**src/rtl/instruction_encoder.sv**
```systemverilog
// rtl/instruction_encoder.sv - assembles 32-bit MIPS words from 5-bit operation codes
// Single registered output stage with valid/ready handshakes and delivery/error counters.
module instruction_encoder #(
  parameter int CNT_W = 16,
  parameter int ERR_W = 8
) (
  input  logic             clk,
  input  logic             rst,
  input  logic             in_valid,
  output logic             in_ready,
  input  logic [4:0]       code,
  input  logic [4:0]       rs,
  input  logic [4:0]       rt,
  input  logic [4:0]       rd,
  input  logic [4:0]       shamt,
  input  logic [15:0]      imm,
  input  logic [25:0]      target,
  output logic             out_valid,
  input  logic             out_ready,
  output logic [31:0]      instr,
  output logic             err,
  output logic [CNT_W-1:0] enc_count,
  output logic [ERR_W-1:0] err_count
);

  logic        legal;
  logic        is_r;
  logic        is_j;
  logic [5:0]  op;
  logic [5:0]  funct;
  logic [31:0] word;
  logic        accept;
  logic        deliver;

  assign in_ready = !out_valid || out_ready;
  assign accept   = in_valid && in_ready;
  assign deliver  = out_valid && out_ready;

  always_comb begin
    legal = 1'b1;
    is_r  = 1'b0;
    is_j  = 1'b0;
    op    = 6'b000000;
    funct = 6'b000000;
    case (code)
      5'd1:  begin is_r = 1'b1; funct = 6'b100000; end
      5'd2:  begin is_r = 1'b1; funct = 6'b100001; end
      5'd3:  begin is_r = 1'b1; funct = 6'b100100; end
      5'd4:  begin is_r = 1'b1; funct = 6'b011010; end
      5'd5:  begin is_r = 1'b1; funct = 6'b011000; end
      5'd6:  begin is_r = 1'b1; funct = 6'b100101; end
      5'd7:  begin is_r = 1'b1; funct = 6'b100111; end
      5'd8:  begin is_r = 1'b1; funct = 6'b000000; end
      5'd9:  begin is_r = 1'b1; funct = 6'b100010; end
      5'd10: begin is_r = 1'b1; funct = 6'b100110; end
      5'd11: begin is_j = 1'b1; op = 6'b000010; end
      5'd12: begin is_j = 1'b1; op = 6'b000011; end
      5'd13: op = 6'b001000;
      5'd14: op = 6'b001001;
      5'd15: op = 6'b001100;
      5'd16: op = 6'b001101;
      5'd17: op = 6'b000100;
      5'd18: op = 6'b000101;
      5'd19: op = 6'b100011;
      5'd20: op = 6'b101011;
      default: legal = 1'b0;
    endcase
  end

  // sll takes no rs; div/mult write hi/lo so rd is zero; only sll carries a shift amount
  always_comb begin
    word = 32'd0;
    if (is_r) begin
      word = {6'b000000,
              (code == 5'd8) ? 5'd0 : rs,
              rt,
              (code == 5'd4 || code == 5'd5) ? 5'd0 : rd,
              (code == 5'd8) ? shamt : 5'd0,
              funct};
    end else if (is_j) begin
      word = {op, target};
    end else begin
      word = {op, rs, rt, imm};
    end
  end

  always_ff @(posedge clk) begin
    if (rst) begin
      out_valid <= 1'b0;
      instr     <= 32'd0;
      err       <= 1'b0;
      enc_count <= '0;
      err_count <= '0;
    end else begin
      err <= accept && !legal;
      if (accept && !legal && err_count != {ERR_W{1'b1}})
        err_count <= err_count + 1'b1;
      if (deliver)
        enc_count <= enc_count + 1'b1;
      if (accept && legal) begin
        instr     <= word;
        out_valid <= 1'b1;
      end else if (deliver) begin
        out_valid <= 1'b0;
      end
    end
  end

endmodule

```
**config.mk**
```make
export PLATFORM = sky130hd
export DESIGN_NAME = instruction_encoder
export DESIGN_NICKNAME = d
export VERILOG_FILES = /design/src/rtl/instruction_encoder.sv
export SDC_FILE = /design/constraint.sdc
export NUM_CORES = 1
export LEC_CHECK = 0
export ABC_CLOCK_PERIOD_IN_PS = 2200
export CELL_PAD_IN_SITES_DETAIL_PLACEMENT = 1
export CELL_PAD_IN_SITES_GLOBAL_PLACEMENT = 1
export CORE_MARGIN = 8
export CORE_UTILIZATION = 31
export DETAILED_ROUTE_END_ITERATION = 8
export HOLD_SLACK_MARGIN = 0.15
export PLACE_DENSITY_LB_ADDON = 0.3
export SLEW_MARGIN = 30
export SYNTH_ARGS = -nofsm -noshare
export SYNTH_HDL_FRONTEND = slang
export SYNTH_SLANG_ARGS = --single-unit
```
**constraint.sdc**
```tcl
create_clock -name clk -period 2.2 [get_ports clk]
set_input_delay 0.44 -clock clk [delete_from_list [all_inputs] [get_ports clk]]
set_output_delay 0.44 -clock clk [all_outputs]
set_load 0.01 [all_outputs]
```
; Yosys cells after proc, flatten, opt, wreduce, memory -nomap -nowiden
; Cells that the tools add are included.
[totals]
reg_bits = 58
in_bits = 71
out_inout_bits = 59
elab_cells = 53
[op_classes]
addsub = 2
eq_ne = 21
n_mux = 12
reduce_logical = 13
[op_table]
columns = operator, count
row1 = 6-bit case mux with 10 select lines, 1
row2 = 6-bit case mux with 9 select lines, 1
row3 = 5-bit by 4-bit == test with 1-bit output (second input constant), 8
row4 = 32-bit two-way mux, 1
row5 = 26-bit two-way mux, 1
row6 = 5-bit == test (second input constant), 5
row7 = 5-bit by 3-bit == test with 1-bit output (second input constant), 4
row8 = 20-bit OR reduction, 1
row9 = 16-bit by 1-bit adder with 16-bit output (second input constant), 1
row10 = 5-bit two-way mux, 3
row11 = 5-bit by 2-bit == test with 1-bit output (second input constant), 2
row12 = 10-bit OR reduction, 1
row13 = 8-bit by 1-bit adder with 8-bit output (second input constant), 1
row14 = 8-bit inequality test (second input constant), 1
row15 = 5-bit by 1-bit == test with 1-bit output (second input constant), 1
row16 = 1-bit logical AND, 5
row17 = 1-bit two-way mux, 5
row18 = 1-bit zero test, 2
row19 = 1-bit logical OR, 2
row20 = 2-bit nonzero test, 1
row21 = 2-bit OR reduction, 1

; Depth between registers and ports, before layout
; Gate-level depths: netlist of run 1.
[depth]
word_depth = 6
mapped_depth = 8

; Worst setup path after synthesis of run 1
; OpenSTA, ideal clock, no wires.
[synth_path]
kind = input port to flip-flop
startpoint = input code[3]
endpoint = register err_count[4]
setup_time_ns = 0.123
arrival_time_ns = 1.811
path_slack_ns = 0.266
stages = 6
path_cell_list = buf_6 nor2_1 nand3b_2 a211oi_1 and3_1 mux2_1
[synth_via]
elab_chain_cells = 6
elab_cells_between_ends = 25
classes_between = eq/ne: 20 / mux: 1 / reduce/logical: 4
[synth_rtl]
columns = item, line_no
row1 = from (decl), 11  ; input logic [4:0] code,
row2 = 5-bit by 4-bit == test with 1-bit output (tied with other cells), 45  ; case (code)
row3 = 20-bit OR reduction (no line) *, n/a
row4 = 1-bit two-way mux *, 45
row5 = 1-bit zero test *, 96  ; if (accept && !legal && err_count != {ERR_W{1'b1}})
row6 = 1-bit logical AND * (2 in a row), 96
row7 = to (signal assigned), 97  ; err_count <= err_count + 1'b1;
row8 = to (decl), 23  ; output logic [ERR_W-1:0] err_count
; Mark *: on every way between the ends. The rest lies on a longest branch, timed or not.
; A chain may end at the register's enable or synchronous reset.

; Final worst setup path of run 1
[layout_path]
startpoint = input out_ready
endpoint = output in_ready
[layout_via]
elab_chain_cells = 1
[layout_rtl]
columns = item, line_no
row1 = from (decl), 19  ; input logic out_ready,
row2 = 1-bit logical OR, 35  ; assign in_ready = !out_valid || out_ready;
row3 = to (decl), 10  ; output logic in_ready,
; Every way passes these cells.

==> impl_summary.log, run 1 <==
[metrics] Clock H-tree levels: 3
[metrics] internal power summed over all cells: 2.08 mW
[metrics] worst hold path endpoint: err_count[0]
[metrics] cell leakage power: 2.03 nW
[metrics] number of design rule violations left after detail routing: 0
[metrics] sequential cell area fraction in the yosys report: 0.348
[metrics] post-synthesis async set-or-reset flop share: 0
[metrics] count of nets after finishing: 623
[metrics] number of distinct library cells after synthesis: 59
[metrics] switching power of the nets: 769 µW
[metrics] synthesis-stage register bit count: 57
[metrics] Post-Syn Area: 0.00328 mm²
[metrics] maximum fanout encountered on the critical timing path: 5
[metrics] number of buffers added to fix hold violations after cts: 0
[metrics] clock tree from TritonCTS: built
[metrics] Via Count: 3553
[metrics] primary flip-flop cell chosen by synthesis mapping: sky130_fd_sc_hd__dfxtp_1
[metrics] initial cell density of the core: 0.319
[metrics] Clock Pin Slew Worst Setup and Hold Paths: 0.07 ns
[metrics] cell taking the most area after synthesis: sky130_fd_sc_hd__dfxtp_1
[metrics] Filler cells: 1219
[metrics] result of the run: complete, no violations
[metrics] insertion delay to the later sink of the worst-skew pair: 0.34 ns
[metrics] Mapped Cells: 390
[metrics] instance area at placement: 0.00496 mm²
[metrics] synthesis warning total: 0
[metrics] worst setup slack for register-to-register paths: 0.42 ns
[metrics] post-route antenna net violation count: 0
[metrics] number of resized instances in the post-cts repair step: 0
[metrics] worst clock skew: 0.00926 ns
[metrics] power share of the combinational group: 0.233
[metrics] Worst R2R Start: err_count[0]
[metrics] part of the power in registers: 0.392
[metrics] die outline width: 119 µm
[metrics] setup TNS: 0 ns
[metrics] Max Fclk: 473 MHz
[metrics] sum of net half-perimeters after detailed placement: 9460 µm
[metrics] Crit Path Class: input pin to output port
[metrics] vias in the first global route: 3935
[metrics] kind of launch point of the worst setup path: input pin
[metrics] CTS Buf Count: 9
[metrics] nets in the synthesized netlist: 463
[metrics] WL final: 12000 µm
[metrics] main area contributors after synthesis: sky130_fd_sc_hd__dfxtp_1 35%, sky130_fd_sc_hd__nor2_1 6.3%, sky130_fd_sc_hd__mux2i_1 4.3%, sky130_fd_sc_hd__nor3_1 3.8%, sky130_fd_sc_hd__a211oi_1 3.4%
[metrics] syn_area_per_cell: 8.40 µm²
[metrics] min-delay src: rst
[metrics] terminus of the critical flop-to-flop path: err_count[4]
[metrics] fraction of layout cells with a size suffix above 1: 0.164
[metrics] highest-count cells in the layout ignoring fill and taps: 124 x sky130_fd_sc_hd__clkdlybuf4s50_1, 57 x sky130_fd_sc_hd__dfxtp_1, 55 x sky130_fd_sc_hd__nor2_1
[metrics] TritonRoute pass-1 iters: 4
[metrics] total routing resource utilization after global routing: 0.172
[metrics] area taken by multi-input logic gates: 0.00196 mm²
[metrics] clk buf depth: 2
[metrics] worst hold path type: input pin to register
[metrics] input/output buffers: 128
[metrics] initial detailed-routing violation count: 123
[metrics] Critical Path Sink Type: output port
[metrics] Final Hold Vio Count: 0
[metrics] maximum VDD drop: 0.355 mV
[metrics] share of the clock period used by the worst path: 0.961
[metrics] fin crit period: 2.11 ns
[metrics] Pins Over Slew Limit: 0
[metrics] routed length per instance: 17.4 µm
[metrics] ANT cells: 0
[metrics] wire length of the first global-routing pass: 20100 µm
[metrics] worst endpoint required time: 1.76 ns
[metrics] unrepaired setup endpoints after global routing: no
[metrics] top-level port count: 130
[metrics] Final setup viols: 0
[metrics] fraction of synthesized cell area taken by the top area cell type: 0.348
[metrics] overall die area: 0.0141 mm²
[metrics] cell depth of the worst min-delay path: 2
[metrics] post-layout util: 0.506
[metrics] total global routing overflow: 0
[metrics] number of sinks driven by the clock tree: 57
[metrics] routability cong.: 0.855
[metrics] Worst EP arrival: 1.67 ns
[metrics] count of buffers added by post-CTS timing repair for setup: 0
[metrics] # rows: 37
[metrics] most frequent standard cell in the layout excluding fill and tap cells: sky130_fd_sc_hd__clkdlybuf4s50_1
[metrics] post-layout instance area: 0.00520 mm²
[metrics] Die Y: 119 µm
[metrics] initial antenna violation count: 0
[metrics] Post-synth EDFFs: 0
[metrics] net switching fraction of the power: 0.270
[metrics] synthesis-to-layout area growth: 58.7%
[metrics] DR vias/cell: 5.15
[metrics] FF/Latch Area: 0.00114 mm²
[metrics] core box area: 0.0103 mm²
[metrics] largest net degree at the start of global routing: 32
[metrics] number of cell instances on the worst register-to-register path: 6
[metrics] clock network power share: 0.375
[metrics] Pwr per Cell Area: 548 mW/mm²
[metrics] Clock Tree Root: sky130_fd_sc_hd__clkbuf_8
[metrics] Max Cap Violations: 0
[critical path: stages]
cell and delay, ns:
sky130_fd_sc_hd__clkdlybuf4s50_1 0.49, sky130_fd_sc_hd__nand2b_2 0.18, sky130_fd_sc_hd__clkdlybuf4s50_1 0.56
[kinds of logic (layout without fill, tap and decap cells)]
| family | Yosys count | count (layout) | share of synthesized area |
|---|---|---|---|
| AOI/OAI and AO/OA | 88 | 88 | 0.204 |
| and+or+nand+nor | 162 | 162 | 0.251 |
| muxes | 25 | 25 | 0.0806 |
| adders and majority gates | 2 | 2 | 0.00764 |
| other | 1 | 1 | 0.00114 |
| DFF | 57 | 57 | 0.348 |
| buffers and inverters | 38 | 202 | 0.0623 |
| xor gates and xnor gates | 17 | 17 | 0.0455 |
[final cells by class]
cell class	count	area share
multi-input combinational	295	0.376
inverter	8	0.00577
clock inverter	6	0.0161
timing repair buffer	179	0.326
tap	136	0.0327
sequential	57	0.219
clock buffer	9	0.0238
[layer usage]
| layer | routed length [µm] | part of all wire | global-route usage |
|---|---|---|---|
| met4 | 75 | 0.0062 | 0.0332 |
| met5 | 0 | 0 | 0 |
| met3 | 756 | 0.063 | 0.0524 |
| met2 | 5860 | 0.49 | 0.301 |
| met1 | 5350 | 0.44 | 0.203 |
[worst max path at each step]
| stage | startpoint | to | slack (ns) | cells past startpoint |
|---|---|---|---|---|
| finish | out_ready | in_ready | 0.09 | 3 |
| global route | code[4] | instr[5] | 0.004 | 8 |
| CTS | code[0] | instr[11] | 0.04 | 7 |
| detailed placement | code[0] | instr[11] | -0.33 | 7 |
| global placement | code[0] | instr[11] | -0.25 | 7 |
| floorplan | code[3] | err_count[4] | 0.27 | 6 |
[Yosys cell counts (2+ instances only)]
cell and n:
sky130_fd_sc_hd__a2111oi_0 3, sky130_fd_sc_hd__a211oi_1 15, sky130_fd_sc_hd__a21o_1 4, sky130_fd_sc_hd__a21oi_1 14, sky130_fd_sc_hd__a21oi_2 2, sky130_fd_sc_hd__a221oi_1 6
sky130_fd_sc_hd__a311oi_1 4, sky130_fd_sc_hd__a31oi_1 3, sky130_fd_sc_hd__a41oi_1 2, sky130_fd_sc_hd__and2_1 6, sky130_fd_sc_hd__and3_1 5, sky130_fd_sc_hd__buf_1 3
sky130_fd_sc_hd__buf_2 7, sky130_fd_sc_hd__buf_4 4, sky130_fd_sc_hd__buf_6 5, sky130_fd_sc_hd__clkbuf_1 11, sky130_fd_sc_hd__dfxtp_1 57, sky130_fd_sc_hd__ha_1 2
sky130_fd_sc_hd__inv_1 8, sky130_fd_sc_hd__mux2_1 2, sky130_fd_sc_hd__mux2_2 9, sky130_fd_sc_hd__mux2i_1 14, sky130_fd_sc_hd__nand2_1 17, sky130_fd_sc_hd__nand3_1 11
sky130_fd_sc_hd__nand4_1 7, sky130_fd_sc_hd__nor2_1 55, sky130_fd_sc_hd__nor2b_1 10, sky130_fd_sc_hd__nor3_1 25, sky130_fd_sc_hd__nor3b_1 3, sky130_fd_sc_hd__nor4_1 9
sky130_fd_sc_hd__o211ai_1 2, sky130_fd_sc_hd__o21a_1 7, sky130_fd_sc_hd__o21ai_0 5, sky130_fd_sc_hd__o221ai_1 5, sky130_fd_sc_hd__o2bb2ai_1 7, sky130_fd_sc_hd__or3_1 3
sky130_fd_sc_hd__xnor2_1 9, sky130_fd_sc_hd__xor2_1 8
[metrics by stage]
step | hold WS (ns) | worst slack, ns | instances | power, mW
floorplan | 0.489 | 0.266 | 390 | 1.43
global placement | 0.444 | -0.254 | 675 | 1.78
detailed placement | 0.453 | -0.326 | 675 | 1.80
CTS | 0.450 | 0.0387 | 690 | 2.89
global route | 0.465 | 0.00397 | 690 | 2.99
finish | 0.457 | 0.0861 | 690 | 2.85
[registers in the layout (all words and copies together), names as in the netlist]
register   count
enc_count     16
err            1
err_count      8
instr         31
out_valid      1
[power by group through the flow]
stage	Combinational, mW	Sequential [mW]	Clock (mW)
after floorplan	0.272	1.16	0
after global placement	0.645	1.14	0
after detailed placement	0.660	1.14	0
after CTS	0.665	1.12	1.11
after global routing	0.725	1.12	1.15
final	0.664	1.12	1.07
Power figures use the tool's default switching activity.
==> run 2, diff against run 1 <==
--- a/config.mk
+++ b/config.mk
@@ -8,6 +8,7 @@
 export ABC_CLOCK_PERIOD_IN_PS = 2200
 export CELL_PAD_IN_SITES_DETAIL_PLACEMENT = 1
 export CELL_PAD_IN_SITES_GLOBAL_PLACEMENT = 1
+export CORE_ASPECT_RATIO = 1.25
 export CORE_MARGIN = 8
 export CORE_UTILIZATION = 31
 export DETAILED_ROUTE_END_ITERATION = 8
==> impl_summary.log, run 2 (same netlist as run 1, synthesis figures left out) <==
[metrics] initial antenna violation count: 0 (unchanged)
[metrics] Pwr per Cell Area: 600 mW/mm² (+9.6%)
[metrics] synthesis-to-layout area growth: 62.0%
[metrics] start point of the critical path: out_ready
[metrics] setup TNS: 0 ns (unchanged)
[metrics] input/output buffers: 128 (unchanged)
[metrics] Final Hold Vio Count: 0 (unchanged)
[metrics] Filler cells: 1230 (+0.90%)
[metrics] most frequent standard cell in the layout excluding fill and tap cells: sky130_fd_sc_hd__clkdlybuf4s50_1
[metrics] initial cell density of the core: 0.313 (-0.00549)
[metrics] cell leakage power: 2.08 nW (+2.4%)
[metrics] routed length per instance: 17.3 µm (-0.86%)
[metrics] worst setup slack for register-to-register paths: 0.44 ns (+0.02 ns)
[metrics] share of the clock period used by the worst path: 0.960 (about the same)
[metrics] Die Y: 131 µm (+10%)
[metrics] Worst EP arrival: 1.67 ns (about the same)
[metrics] total global routing overflow: 0 (unchanged)
[metrics] flip-flop count of the largest register, all copies and words added: 31 (unchanged)
[metrics] WL final: 11900 µm (-1.3%)
[metrics] routability cong.: 0.850 (-0.53%)
[metrics] Clock H-tree levels: 3 (unchanged)
[metrics] cell with the largest stage delay on the worst path: sky130_fd_sc_hd__clkdlybuf4s50_1
[metrics] DR vias/cell: 5.22 (+1.3%)
[metrics] overall die area: 0.0141 mm² (+0.14%)
[metrics] Pins Over Slew Limit: 0 (unchanged)
[metrics] Crit Path Class: input pin to output port
[metrics] maximum fanout encountered on the critical timing path: 4 (-1)
[metrics] delay of the slowest cell on the worst path: 0.55 ns (about the same)
[metrics] Pwr Total: 3.18 mW (+12%)
[metrics] worst endpoint required time: 1.76 ns (about the same)
[metrics] TritonRoute pass-1 iters: 4 (unchanged)
[metrics] vias in the first global route: 3864 (-1.8%)
[metrics] Worst R2R Start: err_count[0]
[metrics] number of design rule violations left after detail routing: 0 (unchanged)
[metrics] registers with the most flip-flops: instr: 31 flops, enc_count: 16 flops, err_count: 8 flops
[metrics] result of the run: complete, no violations
[metrics] worst clock skew: 0.00557 ns (-0.00369 ns)
[metrics] Critical Path Sink Type: output port
[metrics] ANT cells: 0 (unchanged)
[metrics] number of sinks driven by the clock tree: 57 (unchanged)
[metrics] die outline width: 108 µm (-9.1%)
[metrics] CTS Buf Count: 9 (unchanged)
[metrics] # rows: 42 (+14%)
[metrics] Max Cap Violations: 0 (unchanged)
[metrics] most frequent cell on the critical path: sky130_fd_sc_hd__clkdlybuf4s50_1
[metrics] min-delay src: instr[23]
[metrics] largest net degree at the start of global routing: 22 (-31%)
[metrics] terminus of the critical flop-to-flop path: err_count[4]
[metrics] maximum VDD drop: 0.352 mV (-0.85%)
[metrics] Max Fclk: 473 MHz (about the same)
[metrics] Via Count: 3583 (+0.84%)
[metrics] worst hold path endpoint: instr[23]
[metrics] highest-count cells in the layout ignoring fill and taps: 124 x sky130_fd_sc_hd__clkdlybuf4s50_1, 57 x sky130_fd_sc_hd__dfxtp_1, 53 x sky130_fd_sc_hd__nor2_1
[metrics] total routing resource utilization after global routing: 0.168 (-0.00409)
[metrics] insertion delay to the later sink of the worst-skew pair: 0.32 ns (-0.02 ns)
[metrics] worst hold path type: register to register
[metrics] kind of launch point of the worst setup path: input pin
[metrics] sum of net half-perimeters after detailed placement: 9630 µm (+1.8%)
[metrics] wire length of the first global-routing pass: 18800 µm (-6.5%)
[metrics] post-route antenna net violation count: 0 (unchanged)
[metrics] count of nets after finishing: 623 (unchanged)
[metrics] register containing the most flip-flops in the final layout: instr
[metrics] Final setup viols: 0 (unchanged)
[metrics] smallest hold slack: 0.461 ns (+0.00428 ns)
[metrics] clk buf depth: 2 (unchanged)
[metrics] top-level port count: 130 (unchanged)
[metrics] Clock Tree Root: sky130_fd_sc_hd__clkbuf_16
[metrics] fin crit period: 2.11 ns (-0.00161 ns)
[metrics] cell depth of the worst min-delay path: 1 (-1)
[metrics] number of cell instances on the worst register-to-register path: 6 (unchanged)
[metrics] fraction of layout cells with a size suffix above 1: 0.166 (+0.00151)
[metrics] sequence of cells on the critical path: clkdlybuf4s50_1 -> nand2b_2 -> clkdlybuf4s50_1
[metrics] core box area: 0.0105 mm² (+1.8%)
[metrics] Clock Pin Slew Worst Setup and Hold Paths: 0.05 ns (-0.02 ns)
[metrics] clock tree from TritonCTS: built
[metrics] initial detailed-routing violation count: 88 (-28%)
## run 2: changes by cell type in the layout (fill, tap and decap cells not counted), sizes merged
cell,delta
bufinv,-1
clkbuf,+2
## run 2: cell type report
| cell class | instances | area, µm² | area share |
|---|---|---|---|
| Multi-Input combinational cell | 295 | 1960 | 0.369 |
| Timing Repair Buffer | 179 | 1700 | 0.321 |
| Sequential cell | 57 | 1140 | 0.215 |
| Clock buffer | 11 | 253 | 0.0476 |
| Tap cell | 132 | 165 | 0.0311 |
| Clock inverter | 5 | 53.8 | 0.0101 |
| Inverter | 8 | 30.0 | 0.00566 |
## run 2: worst max-delay path by stage
| stage | end | slack (ns) | depth (start not counted) |
|---|---|---|---|
| after floorplan | err_count[4] | 0.27 | 6 |
| after global placement | instr[10] | -0.26 | 7 |
| after detailed placement | instr[10] | -0.35 | 7 |
| after CTS | instr[13] | 0.006 | 7 |
| after global routing | instr[10] | -0.003 | 8 |
| final | in_ready | 0.09 | 3 |
## run 2: per-stage QoR
step / worst slack (ns) / area (µm²) / utilization / std cells
3_3_place_gp: -0.264 / 4960 / 0.474 / 670
5_1_grt: -0.00312 / 5310 / 0.507 / 687
2_1_floorplan: 0.266 / 3280 / - / 390
6_report: 0.0877 / 5310 / 0.507 / 687
4_1_cts: 0.00581 / 5270 / 0.504 / 686
3_5_place_dp: -0.355 / 4960 / 0.474 / 670
## run 2: what timing repair did
item / CTS / global route
resized for setup: 1 / 9
endpoints found under the setup margin: 1 / 22
buffers inserted: 0 / 1
gates cloned: 0 / 0
pin swaps: 0 / 2
hold buffers: 0 / 0
## run 2: report_power, final
part / leakage [nW] / internal (mW) / switching [mW]
clock: 0.155 / 0.932 / 0.468
sequential: 0.465 / 1.09 / 0.0323
combinational: 1.46 / 0.373 / 0.292
## run 2: critical path, delay by kind of cell
kind	cells	cell delay [ns]
buffers and inverters	2	1.05
AND/OR/NAND/NOR	1	0.18
## run 2: routing by layer
layer,vias to the layer above,global-route usage,routed length [µm]
li1,1746,-,-
met1,1741,0.172,4630
met2,80,0.317,6510
met3,16,0.0378,511
met4,0,0.0712,222
met5,-,0,0
==> run 3, diff against run 2 <==
--- a/config.mk
+++ b/config.mk
@@ -14,7 +14,7 @@
 export DETAILED_ROUTE_END_ITERATION = 8
 export HOLD_SLACK_MARGIN = 0.15
 export PLACE_DENSITY_LB_ADDON = 0.3
-export SLEW_MARGIN = 30
+export SLEW_MARGIN = 20
 export SYNTH_ARGS = -nofsm -noshare
 export SYNTH_HDL_FRONTEND = slang
 export SYNTH_SLANG_ARGS = --single-unit
==> results of run 3 <==
The final DEF is identical to that of run 2; final timing and power are the same.
